## config.mk

```make
export PLATFORM = sky130hd
export DESIGN_NAME = rx_iq_scheduler_flat
export DESIGN_NICKNAME = d
export VERILOG_FILES = /design/src/rtl/rx_iq_scheduler_pkg.sv /design/src/rtl/rx_iq_scheduler_if.sv /design/src/rtl/rx_iq_hold.sv /design/src/rtl/rx_iq_scheduler.sv /design/src/flat_wrapper.sv
export SDC_FILE = /design/constraint.sdc
export NUM_CORES = 1
export LEC_CHECK = 0
export BUFFER_PORTS_ARGS = -buffer_cell sky130_fd_sc_hd__buf_4
export CAP_MARGIN = 25
export CORE_UTILIZATION = 48
export CTS_CLUSTER_DIAMETER = 150
export DETAILED_ROUTE_END_ITERATION = 16
export GPL_ROUTABILITY_DRIVEN = 1
export MAX_ROUTING_LAYER = met4
export PLACE_DENSITY = 0.74
export SYNTH_ARGS = -nofsm -noshare
export SYNTH_HDL_FRONTEND = slang
export SYNTH_SLANG_ARGS = --single-unit
```

## constraint.sdc

```tcl
create_clock -name clk_in -period 2.6 [get_ports clk_in]
set_input_delay 0.78 -clock clk_in [delete_from_list [all_inputs] [get_ports clk_in]]
set_output_delay 0.78 -clock clk_in [all_outputs]
set_load 0.01 [all_outputs]
```

## src/rtl/rx_iq_scheduler_pkg.sv

```systemverilog
// Shared widths, FSM state encoding and IQ packing helper for the RX IQ
// scheduler and its per-channel holding logic.
package rx_iq_scheduler_pkg;

  localparam int IQ_W   = 24;  // one I or Q component
  localparam int FIFO_W = 48;  // packed {Q, I} FIFO word
  localparam int OVR_W  = 16;  // dropped-sample counter

  typedef enum logic [1:0] {
    IDLE = 2'd0,
    WR1  = 2'd1,
    WR2  = 2'd2
  } state_t;

  // FIFO word layout: Q in the upper half, I in the lower half.
  function automatic logic [FIFO_W-1:0] pack_iq(input logic [IQ_W-1:0] i,
                                                input logic [IQ_W-1:0] q);
    return {q, i};
  endfunction

endpackage

```

## src/rtl/rx_iq_scheduler_if.sv

```systemverilog
// Downstream IQ FIFO write port.
//   fifo_wr   : one-cycle write strobe
//   fifo_data : {Q[23:0], I[23:0]}
//   fifo_ch   : channel tag, 0 = RX1, 1 = RX2
//   fifo_full : FIFO cannot accept a write this cycle
// master = scheduler side, slave = FIFO side.
interface rx_iq_scheduler_if;
  import rx_iq_scheduler_pkg::*;

  logic              fifo_wr;
  logic [FIFO_W-1:0] fifo_data;
  logic              fifo_ch;
  logic              fifo_full;

  modport master (output fifo_wr, output fifo_data, output fifo_ch, input fifo_full);
  modport slave  (input fifo_wr, input fifo_data, input fifo_ch, output fifo_full);

endinterface

```

## src/rtl/rx_iq_hold.sv

```systemverilog
// One channel's sample holding register with pending flag.
//   clk_in, reset_n : clock, asynchronous active-low reset
//   en              : channel enable
//   valid, sample   : incoming packed IQ sample and its strobe
//   clr             : scheduler is writing the held sample this cycle
//   pend, hold      : pending flag and held sample
//   drop            : a sample is being discarded this cycle (overrun)
module rx_iq_hold
  import rx_iq_scheduler_pkg::*;
(
  input  logic              clk_in,
  input  logic              reset_n,
  input  logic              en,
  input  logic              valid,
  input  logic [FIFO_W-1:0] sample,
  input  logic              clr,
  output logic              pend,
  output logic [FIFO_W-1:0] hold,
  output logic              drop
);

  logic              pend_reg;
  logic [FIFO_W-1:0] hold_reg;

  always_ff @(posedge clk_in or negedge reset_n) begin
    if (!reset_n) begin
      pend_reg <= 1'b0;
      hold_reg <= '0;
    end else if (!en) begin
      // A disabled channel never holds a sample for the scheduler.
      pend_reg <= 1'b0;
    end else if (valid && (!pend_reg || clr)) begin
      // The slot is free, or is being emptied by a write on this same edge.
      hold_reg <= sample;
      pend_reg <= 1'b1;
    end else if (clr) begin
      pend_reg <= 1'b0;
    end
  end

  assign drop = en && valid && pend_reg && !clr;
  assign pend = pend_reg;
  assign hold = hold_reg;

endmodule

```

## src/rtl/rx_iq_scheduler.sv

```systemverilog
// Merges the two decimated RX IQ streams into a single tagged FIFO stream.
//   clk_in, reset_n         : clock, asynchronous active-low reset
//   RX1_I/Q/valid           : RX1 sample and strobe
//   RX2_I/Q/valid           : RX2 sample and strobe
//   rx1, rx2                : channel enables
//   overrun_clear           : clears the dropped-sample counter
//   fifo                    : FIFO write port (wr/data/ch out, full in)
//   iq_overrun, overrun_cnt : sticky overrun flag and saturating drop count
// In dual mode a frame is emitted only when both channels hold a sample,
// always RX1 first, so the host can de-interleave by position.
module rx_iq_scheduler
  import rx_iq_scheduler_pkg::*;
(
  input  logic                   clk_in,
  input  logic                   reset_n,
  input  logic signed [IQ_W-1:0] RX1_I,
  input  logic signed [IQ_W-1:0] RX1_Q,
  input  logic                   RX1_valid,
  input  logic signed [IQ_W-1:0] RX2_I,
  input  logic signed [IQ_W-1:0] RX2_Q,
  input  logic                   RX2_valid,
  input  logic                   rx1,
  input  logic                   rx2,
  input  logic                   overrun_clear,
  rx_iq_scheduler_if.master      fifo,
  output logic                   iq_overrun,
  output logic [OVR_W-1:0]       overrun_cnt
);

  logic [1:0]        ch_en;
  logic [1:0]        ch_valid;
  logic [1:0]        ch_clr;
  logic [1:0]        ch_pend;
  logic [1:0]        ch_drop;
  logic [FIFO_W-1:0] ch_sample [2];
  logic [FIFO_W-1:0] ch_hold   [2];

  assign ch_en        = {rx2, rx1};
  assign ch_valid     = {RX2_valid, RX1_valid};
  assign ch_sample[0] = pack_iq(RX1_I, RX1_Q);
  assign ch_sample[1] = pack_iq(RX2_I, RX2_Q);

  generate
    for (genvar gi = 0; gi < 2; gi++) begin : g_hold
      rx_iq_hold u_hold (
        .clk_in (clk_in),
        .reset_n(reset_n),
        .en     (ch_en[gi]),
        .valid  (ch_valid[gi]),
        .sample (ch_sample[gi]),
        .clr    (ch_clr[gi]),
        .pend   (ch_pend[gi]),
        .hold   (ch_hold[gi]),
        .drop   (ch_drop[gi])
      );
    end
  endgenerate

  // Write scheduler
  state_t            state_reg, state_next;
  logic              wr_reg, wr_next;
  logic [FIFO_W-1:0] data_reg, data_next;
  logic              ch_reg, ch_next;
  logic              dual;

  assign dual = rx1 && rx2;

  always_comb begin
    state_next = state_reg;
    wr_next    = 1'b0;
    data_next  = data_reg;
    ch_next    = ch_reg;
    ch_clr     = 2'b00;
    case (state_reg)
      IDLE: begin
        if (dual) begin
          if (ch_pend[0] && ch_pend[1]) state_next = WR1;
        end else if (rx1) begin
          if (ch_pend[0]) state_next = WR1;
        end else if (rx2) begin
          if (ch_pend[1]) state_next = WR2;
        end
      end
      WR1: begin
        if (!rx1) begin
          state_next = IDLE;
        end else if (!fifo.fifo_full) begin
          wr_next    = 1'b1;
          data_next  = ch_hold[0];
          ch_next    = 1'b0;
          ch_clr[0]  = 1'b1;
          state_next = dual ? WR2 : IDLE;
        end
      end
      WR2: begin
        // Losing RX2 mid-frame abandons its half rather than writing stale data.
        if (!rx2) begin
          state_next = IDLE;
        end else if (!fifo.fifo_full) begin
          wr_next    = 1'b1;
          data_next  = ch_hold[1];
          ch_next    = 1'b1;
          ch_clr[1]  = 1'b1;
          state_next = IDLE;
        end
      end
      default: state_next = IDLE;
    endcase
  end

  always_ff @(posedge clk_in or negedge reset_n) begin
    if (!reset_n) begin
      state_reg <= IDLE;
      wr_reg    <= 1'b0;
      data_reg  <= '0;
      ch_reg    <= 1'b0;
    end else begin
      state_reg <= state_next;
      wr_reg    <= wr_next;
      data_reg  <= data_next;
      ch_reg    <= ch_next;
    end
  end

  assign fifo.fifo_wr   = wr_reg;
  assign fifo.fifo_data = data_reg;
  assign fifo.fifo_ch   = ch_reg;

  // Overrun accounting: both channels may drop on the same edge.
  logic [OVR_W-1:0] ovr_cnt_reg, ovr_cnt_next;
  logic [OVR_W:0]   ovr_sum;

  always_comb begin
    ovr_sum = {1'b0, ovr_cnt_reg}
            + {{OVR_W{1'b0}}, ch_drop[0]}
            + {{OVR_W{1'b0}}, ch_drop[1]};
    if (overrun_clear)     ovr_cnt_next = '0;
    else if (ovr_sum[OVR_W]) ovr_cnt_next = '1;
    else                   ovr_cnt_next = ovr_sum[OVR_W-1:0];
  end

  always_ff @(posedge clk_in or negedge reset_n) begin
    if (!reset_n) ovr_cnt_reg <= '0;
    else          ovr_cnt_reg <= ovr_cnt_next;
  end

  assign overrun_cnt = ovr_cnt_reg;
  assign iq_overrun  = |ovr_cnt_reg;

endmodule

```

## src/flat_wrapper.sv

```systemverilog
// flat-port wrapper written by rule: the top's interface ports become plain ports
module rx_iq_scheduler_flat import rx_iq_scheduler_pkg::*;
  (clk_in, reset_n, RX1_I, RX1_Q, RX1_valid, RX2_I, RX2_Q, RX2_valid, rx1, rx2, overrun_clear, iq_overrun, overrun_cnt, fifo_fifo_wr, fifo_fifo_data, fifo_fifo_ch, fifo_fifo_full);
  rx_iq_scheduler_if fifo_i ();
  input  logic clk_in;
  input  logic reset_n;
  input  logic signed [IQ_W-1:0] RX1_I;
  input  logic signed [IQ_W-1:0] RX1_Q;
  input  logic RX1_valid;
  input  logic signed [IQ_W-1:0] RX2_I;
  input  logic signed [IQ_W-1:0] RX2_Q;
  input  logic RX2_valid;
  input  logic rx1;
  input  logic rx2;
  input  logic overrun_clear;
  output logic iq_overrun;
  output logic [OVR_W-1:0] overrun_cnt;
  output wire logic [$bits(fifo_i.fifo_wr)-1:0] fifo_fifo_wr;
  output wire logic [$bits(fifo_i.fifo_data)-1:0] fifo_fifo_data;
  output wire logic [$bits(fifo_i.fifo_ch)-1:0] fifo_fifo_ch;
  input wire logic [$bits(fifo_i.fifo_full)-1:0] fifo_fifo_full;
  assign fifo_fifo_wr = fifo_i.fifo_wr;
  assign fifo_fifo_data = fifo_i.fifo_data;
  assign fifo_fifo_ch = fifo_i.fifo_ch;
  assign fifo_i.fifo_full = fifo_fifo_full;
  rx_iq_scheduler u_core (.clk_in(clk_in), .reset_n(reset_n), .RX1_I(RX1_I), .RX1_Q(RX1_Q), .RX1_valid(RX1_valid), .RX2_I(RX2_I), .RX2_Q(RX2_Q), .RX2_valid(RX2_valid), .rx1(rx1), .rx2(rx2), .overrun_clear(overrun_clear), .fifo(fifo_i), .iq_overrun(iq_overrun), .overrun_cnt(overrun_cnt));
endmodule
```

## After elaboration in Yosys (flattened, before gate mapping)

Cells that the tools add are included.

- Word-level logic and storage cells: 84
- Bits of input ports: 104
- Output and inout bits: 67
- Register bits: 166

- Multiplexer cells: 36
- Reduce and logical (&&, ||, !) cells: 23
- Add/subtract/negate cells: 2
- Equal/unequal tests: 14

Operators by type and width:

| cell | number |
|---|---|
| 48-bit 2-to-1 mux | 4 |
| 48-bit case mux with 2 select lines | 1 |
| 16-bit 2-to-1 mux | 2 |
| 2-bit 2-to-1 mux | 11 |
| 16-bit by 1-bit adder with 17-bit output | 1 |
| 17-bit by 1-bit adder with 17-bit output | 1 |
| 16-bit OR reduction | 1 |
| 1-bit 2-to-1 mux | 15 |
| 4-bit by 3-bit inequality test with 1-bit output (second input constant) | 3 |
| 1-bit logical AND | 10 |
| 3-bit inequality test (second input constant) | 3 |
| 2-bit inequality test (second input constant) | 4 |
| 3-bit by 1-bit inequality test with 1-bit output (second input constant) | 2 |
| 2-bit case mux with 3 select lines | 1 |
| 6-bit AND reduction | 1 |
| 5-bit AND reduction | 1 |
| 1-bit logical NOT | 4 |
| 1-bit case mux with 2 select lines | 2 |
| 2-bit AND reduction | 2 |
| 2-bit by 1-bit equality test with 1-bit output (second input constant) | 1 |
| 2-bit equality test (second input constant) | 1 |
| 2-bit logical NOT | 1 |
| 1-bit logical OR | 2 |
| 2-bit nonzero test | 1 |

## Logic depth before layout (Yosys ltp)

Gate-level depths: netlist (run 1).

- Depth after elaboration: 9
- Mapped depth: 13
- Depth with buffers taken out: 11

## Cells and area by module

A second synthesis (run 1) with hierarchy kept.

- Cell total of the unflattened synthesis: 549
- Area, all modules: 7293.2 sq um

By module, submodules not included:

| module | sequential area each (sq um) | area an instance (sq um) | instances | cells each |
|---|---|---|---|---|
| rx_iq_hold | 1226.2 | 1945.6 | 2 | 107 |
| rx_iq_scheduler | 1701.6 | 3402.0 | 1 | 335 |

## Worst setup path after synthesis (run 1)

OpenSTA, ideal clock, no wires.

- Kind: input-to-reg
- Start point: input port fifo_fifo_full
- End point: register u_core.ovr_cnt_reg[10] (netlist: u_core.overrun_cnt[10])
- Required time: 2.522 ns
- Buffers on the path: 1
- Setup time: 0.078 ns
- Arrival time: 2.698 ns
- Slack: -0.176 ns
- Stages: 11
- Path through: inv_1 -> a21boi_2 -> nand3_1 -> fa_1 -> inv_1 -> ha_1 -> nand3_4 -> nor4_4 -> nand4_4 -> buf_6 -> a21oi_2

- Cells in the longest elaborated chain, start to end: 9
- Elaborated cells between the ends (all ways): 13
- Those cells by class: add/sub: 2; mux: 7; reduce/logical: 4

RTL lines:

| what | RTL line | text |
|---|---|---|
| from (decl) | flat_wrapper.sv:21 | `input wire logic [$bits(fifo_i.fifo_full)-1:0] fifo_fifo_full;` |
| 1-bit 2-to-1 mux (*) | rx_iq_scheduler.sv:87, rx_iq_scheduler.sv:99 |  |
| 1-bit 2-to-1 mux | rx_iq_scheduler.sv:85 | `if (!rx1) begin` |
| 1-bit 2-to-1 mux | rx_iq_scheduler.sv:74 | `case (state_reg)` |
| 1-bit logical NOT | rx_iq_hold.sv:41 | `assign drop = en && valid && pend_reg && !clr;` |
| 1-bit logical AND | rx_iq_hold.sv:41 |  |
| 16-bit by 1-bit adder with 17-bit output | rx_iq_scheduler.sv:135 | `+ {{OVR_W{1'b0}}, ch_drop[0]}` |
| 17-bit by 1-bit adder with 17-bit output (*) | rx_iq_scheduler.sv:136 | `+ {{OVR_W{1'b0}}, ch_drop[1]};` |
| 16-bit 2-to-1 mux (*) | rx_iq_scheduler.sv:138 | `else if (ovr_sum[OVR_W]) ovr_cnt_next = '1;` |
| 16-bit 2-to-1 mux (*) | rx_iq_scheduler.sv:137 | `if (overrun_clear) ovr_cnt_next = '0;` |
| via u_core.ovr_cnt_next[10] | rx_iq_scheduler.sv:130 | `logic [OVR_W-1:0] ovr_cnt_reg, ovr_cnt_next;` |
| to (signal assigned) | rx_iq_scheduler.sv:144 | `else ovr_cnt_reg <= ovr_cnt_next;` |
| to (decl) | rx_iq_scheduler.sv:130 |  |

Mark *: on every way through the listed nets, which the timed path passes. The rest lies on a longest branch.
A chain may end at the register's enable or synchronous reset.

## Final worst setup path (run 1)

- Start point: register u_core.state_reg[0]
- End point: register u_core.ovr_cnt_reg[2] (netlist: u_core.overrun_cnt[2])

- Cells in the longest elaborated chain, start to end: 8
- Elaborated cells between the ends (all ways): 12
- Those cells by class: add/sub: 2; eq/ne: 2; mux: 4; reduce/logical: 4

RTL lines:

| what | RTL line | text |
|---|---|---|
| from (decl) | rx_iq_scheduler.sv:60 | `state_t state_reg, state_next;` |
| from (signal assigned) | rx_iq_scheduler.sv:118 | `state_reg <= state_next;` |
| 2-bit by 1-bit equality test with 1-bit output | rx_iq_scheduler.sv:74 |  |
| 1-bit 2-to-1 mux | rx_iq_scheduler.sv:74 |  |
| 1-bit logical NOT | rx_iq_hold.sv:41 |  |
| 1-bit logical AND | rx_iq_hold.sv:41 |  |
| 16-bit by 1-bit adder with 17-bit output | rx_iq_scheduler.sv:135 |  |
| 17-bit by 1-bit adder with 17-bit output (*) | rx_iq_scheduler.sv:136 |  |
| 16-bit 2-to-1 mux (*) | rx_iq_scheduler.sv:138 |  |
| 16-bit 2-to-1 mux (*) | rx_iq_scheduler.sv:137 |  |
| via u_core.ovr_cnt_next[2] | rx_iq_scheduler.sv:130 |  |

Marks and branches as above.

==> results.txt, run 1 <==
Power Density: 987 nW/µm²
Port Buffer Count: 170
Asr flop ratio synth: 100%
Reg-to-Reg Start: u_core.state_reg[0]
Top cells by count, synth: 166 x dfrtp_1, 94 x mux2_2, 56 x a21oi_1
I/O pins: 171
Worst reg2reg setup slack: 0.05 ns
Max-Cap Viols: 0
Mux cell area share after synthesis: 22.8%
Status: finished clean
Synth top area cells: dfrtp_1 59%, mux2_2 15%, mux2i_1 7.3%
Layout cells sized above 1: 48.3%
Synth Cell Area: 7040 µm²
Post-Synthesis Cells: 541
Req. time, crit path: 2.94 ns
Layout net count: 842
R2R Path End: u_core.overrun_cnt[2]
Site Rows: 43
Post-route ant nets: 0
Dpl hpwl: 10900 µm
Synth Flop Type: dfrtp_1
Tcrit/Tclk final: 98.1%
Netlist cell types: 39
Die Area: 15100 µm²
CP Class: reg -> reg
Fmax: 392 MHz
Post-synthesis register bit count: 166
Die Y: 123 µm
Routed wire length: 16600 µm
Placeable Area: 14100 µm²
Largest net degree at the start of global routing: 69
Static Leak: 0.00427 µW
CP arrival: 2.89 ns
Routability cong.: 0.846
Total CTS buffers: 17
Relative slew slack: 55.9%
Clock latency on the worst-skew pair: 0.41 ns
Fin crit period: 2.55 ns
Final Power: 9360 µW
Initial Util: 49.9%
Vias in the first global route: 5248
Post-synthesis compound-gate area fraction: 6.44%
Final setup fails: 0
Setup WS pre-CTS: -0.288 ns
Final hold violations: 0
FF-to-FF path depth: 12
Synth Area in Adders: 0.996%
Routed wire per std cell: 17.9 µm
CTS root buf: clkbuf_16
Initial DRC Count: 279
Number of synthesized flops with an enable pin: 0
Max VDD drop: 0.000607 V
Synth area leader: dfrtp_1
Clock Sinks: 166
CTS tree: done
Initial antenna violation count: 0
P&R area growth vs syn: 34.8%
First-pass GRT wire length: 26200 µm
Number of flip-flops under the largest register name: 96
H-tree depth: 4
Clock tree buffer depth: 2
Number of diodes: 0
Max Fanout on Critical Path: 5
Main combinational cell family by area after synthesis: multiplexers
DR vias: 4960
Actual slew at the worst max-slew pin: 0.661 ns
Mean post-synth cell area: 13.0 µm²
Xor and xnor area share after synthesis: 1.24%
Total track usage: 23.6%
GRT overflow: 0
DRC violation count after routing: 0
Clock Skew: 0.00662 ns
DR pass1 iterations: 4
Fin Setup TNS: 0 ns
Max-slew violations: 0
Critical Path Sink Type: flop
Warnings from Yosys: 0
Seq/Total Area, Yosys: 59.0%
Die X: 123 µm
Simple-Gate Fraction of Synth Area: 6.81%
Min-Delay Path Class: in -> async
Via-to-Cell Ratio: 5.36
Clock-pin slew on the worst setup and hold paths: 0.06 ns
Syn nets: 650
Most frequent cell after synthesis: dfrtp_1
Startpoint types: flop
Area share of the largest cell type after synthesis: 59.0%
Setup slack after layout: 0.0501 ns
==> layer usage <==
layer / global-route usage, % / share of wire (%) / up-vias
li1: - / - / 2288
met5: - / 0 / -
met3: 6.78 / 6.3 / 26
met2: 37.1 / 49 / 152
met1: 28.7 / 43 / 2494
met4: 9.41 / 2.2 / 0
==> kinds of logic after synthesis <==
logic type | after synthesis
AO/OA/AOI/OAI | 78
multiplexers | 148
AND/OR/NAND/NOR | 94
XOR/XNOR | 10
buffers and inverters | 40
flip-flops | 166
adder cells (fa/ha/maj) | 5
==> cell type report <==
cell class	count	area [µm²]
Timing Repair Buffer	204	1650
Clock buffer	19	453
Fill cell	998	4610
Multi-Input combinational cell	335	2790
Tap cell	180	225
Inverter	9	41.3
Clock inverter	12	176
Sequential cell	166	4150
==> worst max-delay path, stage by stage, from the launching register on <==
cell	delay, ns
dfrtp_1	0.41
buf_6	0.14
ha_4	0.15
nand2_2	0.07
nand4_1	0.13
fa_2	0.40
inv_2	0.09
ha_4	0.14
nand3_4	0.09
nor4_4	0.35
nand4_4	0.20
buf_12	0.19
a21oi_1	0.13
==> power by group <==
part / leakage [µW] / total, µW / internal [µW] / switching [µW]
sequential: 0.00196 / 3770 / 3340 / 427
combinational: 0.00200 / 2950 / 1530 / 1420
clock: 0.000305 / 2640 / 1650 / 990
total: 0.00427 / 9360 / 6520 / 2840
==> worst max-delay path by stage <==
stage / from / end / slack [ns]
3_5_place_dp: fifo_fifo_full / u_core.overrun_cnt[0] / -0.29
2_1_floorplan: fifo_fifo_full / u_core.overrun_cnt[10] / -0.06
6_report: u_core.state_reg[0] / u_core.overrun_cnt[2] / 0.05
5_1_grt: u_core.state_reg[1] / u_core.overrun_cnt[3] / -0.05
3_3_place_gp: fifo_fifo_full / u_core.overrun_cnt[1] / -0.20
4_1_cts: u_core.state_reg[1] / u_core.overrun_cnt[14] / 0.02
==> through the flow <==
stage	std cells	utilization (%)	hold slack (ns)	cell area, µm²
final	925	67.3	0.377	9490
after floorplan	541	-	0.458	7070
after detailed placement	884	61.7	0.487	8700
after CTS	917	66.4	0.387	9360
after global routing	925	67.3	0.418	9490
after global placement	884	61.7	0.468	8700
==> cell usage in the layout (no fill, tap or decap), types with 2 or more instances in the layout <==
master,netlist,routed
buf_4,2,193
dfrtp_1,166,166
mux2_2,94,94
a21oi_1,56,53
nor2_1,53,52
mux2i_1,51,51
clkbuf_16,0,18
a21oi_2,10,11
xnor2_1,10,10
nand2_1,9,8
buf_12,0,7
nor4_1,6,6
inv_1,9,5
nor3_1,5,5
nand4_1,4,4
a31oi_1,4,4
nor2b_1,4,4
bufinv_16,0,4
inv_2,0,3
mux2_1,3,3
ha_4,0,3
clkinv_2,0,3
buf_6,1,3
nand3_2,1,2
nand3_1,3,2
o21a_1,2,2
a21oi_4,0,2
o21ai_0,2,2
clkbuf_8,0,2
clkinvlp_4,0,2
clkinv_4,0,2
==> timing repair <==
item	4_1_cts	5_1_grt
gates cloned	0	1
setup buffers	2	7
gates resized for setup	0	12
setup endpoints to repair	13	15
pin swaps	1	8
hold buffers	0	0
(Power assumes the default switching activity.)
==> run 2, diff against run 1 <==
--- a/config.mk
+++ b/config.mk
@@ -12,7 +12,7 @@
 export DETAILED_ROUTE_END_ITERATION = 16
 export GPL_ROUTABILITY_DRIVEN = 1
 export MAX_ROUTING_LAYER = met4
-export PLACE_DENSITY = 0.74
+export PLACE_DENSITY = 0.76
 export SYNTH_ARGS = -nofsm -noshare
 export SYNTH_HDL_FRONTEND = slang
 export SYNTH_SLANG_ARGS = --single-unit
==> results.txt, run 2 (synthesis results as in run 1) <==
Status: finished clean
Worst reg2reg setup slack: 0.001 ns (-0.05 ns)
Layout net count: 836 (-0.71%)
Port Buffer Count: 170 (unchanged)
Min-Delay Path Class: in -> async
Power Density: 960 nW/µm² (-2.7%)
GR Util met1: 26.1% (-2.5 points)
DR vias: 4910 (-1.0%)
Largest net degree at the start of global routing: 61 (-12%)
Clock tree buffer depth: 2 (unchanged)
Max VDD drop: 0.000506 V (-17%)
Met3 Track Usage GR: 6.23% (-0.55 points)
First-pass GRT wire length: 25100 µm (-4.0%)
CP arrival: 2.93 ns (+0.04 ns)
Clock Skew: 0.00696 ns (+0.000338 ns)
Post-route ant nets: 0 (unchanged)
Die Area: 15100 µm² (unchanged)
I/O pins: 171 (unchanged)
Post-DP Area: 8680 µm² (-0.26%)
Req. time, crit path: 2.93 ns (about the same)
Most frequent cells in the layout: 188 x buf_4, 166 x dfrtp_1, 94 x mux2_2
Number of diodes: 0 (unchanged)
Top Usage Layer GRT: met2
P&R area growth vs syn: 32.6%
CTS tree: done
Tcrit/Tclk final: 100% (+1.9 points)
RSZ-0062 raised after global routing: yes
Crit path top cell by count: ha_4
Die X: 123 µm (unchanged)
Startpoint types: flop
Final hold violations: 0 (unchanged)
Clock-pin slew on the worst setup and hold paths: 0.06 ns (about the same)
H-tree depth: 4 (unchanged)
Routed wire per std cell: 17.1 µm (-4.7%)
Final setup fails: 0 (unchanged)
Clock latency on the worst-skew pair: 0.41 ns (about the same)
Max-Cap Viols: 0 (unchanged)
Critical path launch point: u_core.state_reg[1]
Reg-to-Reg Start: u_core.state_reg[1]
Buffers & Inverters on Critical Path: 3 (unchanged)
Critical-path cell list: buf_6 > ha_4 > a21boi_2 > nand3_1 > fa_2 > inv_2 > ha_4 > nand3_4 > nor4_4 > nand4_4 > clkbuf_16 > a21oi_2
Dpl hpwl: 10600 µm (-2.3%)
Via-to-Cell Ratio: 5.34 (-0.47%)
Initial Util: 49.9% (unchanged)
Met2 usage in global routing: 37.3% (+0.21 points)
CP Class: reg -> reg
DRC violation count after routing: 0 (unchanged)
Actual slew at the worst max-slew pin: 0.651 ns (-0.0105 ns)
Fin crit period: 2.60 ns (+0.0489 ns)
Critical Path Sink Type: flop
Clock Sinks: 166 (unchanged)
Max-slew violations: 0 (unchanged)
Fin Setup TNS: 0 ns (unchanged)
Initial antenna violation count: 0 (unchanged)
DR pass1 iterations: 6 (+2)
Placeable Area: 14100 µm² (unchanged)
WHS: 0.228 ns (-0.149 ns)
Layout cells sized above 1: 46.9% (-1.4 points)
Placed cells: 881 (-0.34%)
Site Rows: 43 (unchanged)
Final instance area: 9330 µm² (-1.7%)
Most common cell after layout, fill and taps aside: buf_4
Routability cong.: 0.824 (-2.6%)
GRT overflow: 0 (unchanged)
Die Y: 123 µm (unchanged)
Max incr delay on CP: 0.40 ns (about the same)
Routed wire length: 15700 µm (-5.2%)
Post-Layout Cell Count: 920 (-0.54%)
Top delay family on crit path: simple AND/OR/NAND/NOR gates
Final Power: 8950 µW (-4.3%)
Slowest cell on crit path: nor4_4
Number of flip-flops under the largest register name: 96 (unchanged)
Max Fanout on Critical Path: 5 (unchanged)
Total track usage: 22.5% (-1.1 points)
Vias in the first global route: 5127 (-2.3%)
Hold_buf cts: 0 (unchanged)
Total CTS buffers: 17 (unchanged)
Static Leak: 0.00419 µW (-1.8%)
Initial DRC Count: 253 (-9.3%)
Relative slew slack: 56.6% (+0.70 points)
Fmax: 385 MHz (-1.9%)
Fillcell total: 1051 (+5.3%)
CTS root buf: clkbuf_16
==> run 2: metrics by stage <==
step	util (%)	worst slack, ns
6_report	66.2	0.00114
4_1_cts	65.6	0.0109
5_1_grt	66.2	-0.112
2_1_floorplan	-	-0.0560
3_3_place_gp	61.6	-0.225
3_5_place_dp	61.6	-0.300
==> run 2: final cells by class <==
class	instances	area, µm²	area share [%]
clock buffer	23	458	4.91
clock inverter	9	78.8	0.845
inverter	9	41.3	0.443
multi-input combinational	335	2770	29.7
sequential	166	4150	44.5
tap	180	225	2.41
timing repair buffer	198	1600	17.1
==> run 2: worst paths after layout <==
check,to,depth (start not counted)
max in group asynchronous,u_core.fifo.fifo_data[16],2
min in group clk_in,u_core.g_hold[1].u_hold.hold[19],1
worst min register to register,u_core.g_hold[1].u_hold.hold[19],1
worst max register to register,u_core.overrun_cnt[4],12
worst max-delay path,u_core.overrun_cnt[4],12
worst min-delay path,u_core.overrun_cnt[10],1
==> run 2: metal layers <==
layer | routed length, µm | vias up
met1 | 6550 | 2479
met4 | 247 | 0
met5 | 0 | -
li1 | - | 2284
met3 | 912 | 23
met2 | 8010 | 124
==> run 2: worst register-to-register path, cell delays in order (launching register included) <==
cell	delay (ns)
dfrtp_1	0.39
buf_6	0.13
ha_4	0.15
a21boi_2	0.13
nand3_1	0.11
fa_2	0.36
inv_2	0.08
ha_4	0.15
nand3_4	0.10
nor4_4	0.40
nand4_4	0.18
clkbuf_16	0.20
a21oi_2	0.14
==> run 2: repair_timing <==
item | 4_1_cts | 5_1_grt
pin swaps | 2 | 6
gates cloned | 0 | 1
setup buffers | 2 | 4
resized for setup | 0 | 7
setup endpoints to repair | 13 | 15
==> run 2: where the power goes <==
group,switching [µW],internal (µW)
clock,955,1330
sequential,417,3340
combinational,1390,1520
total,2760,6200
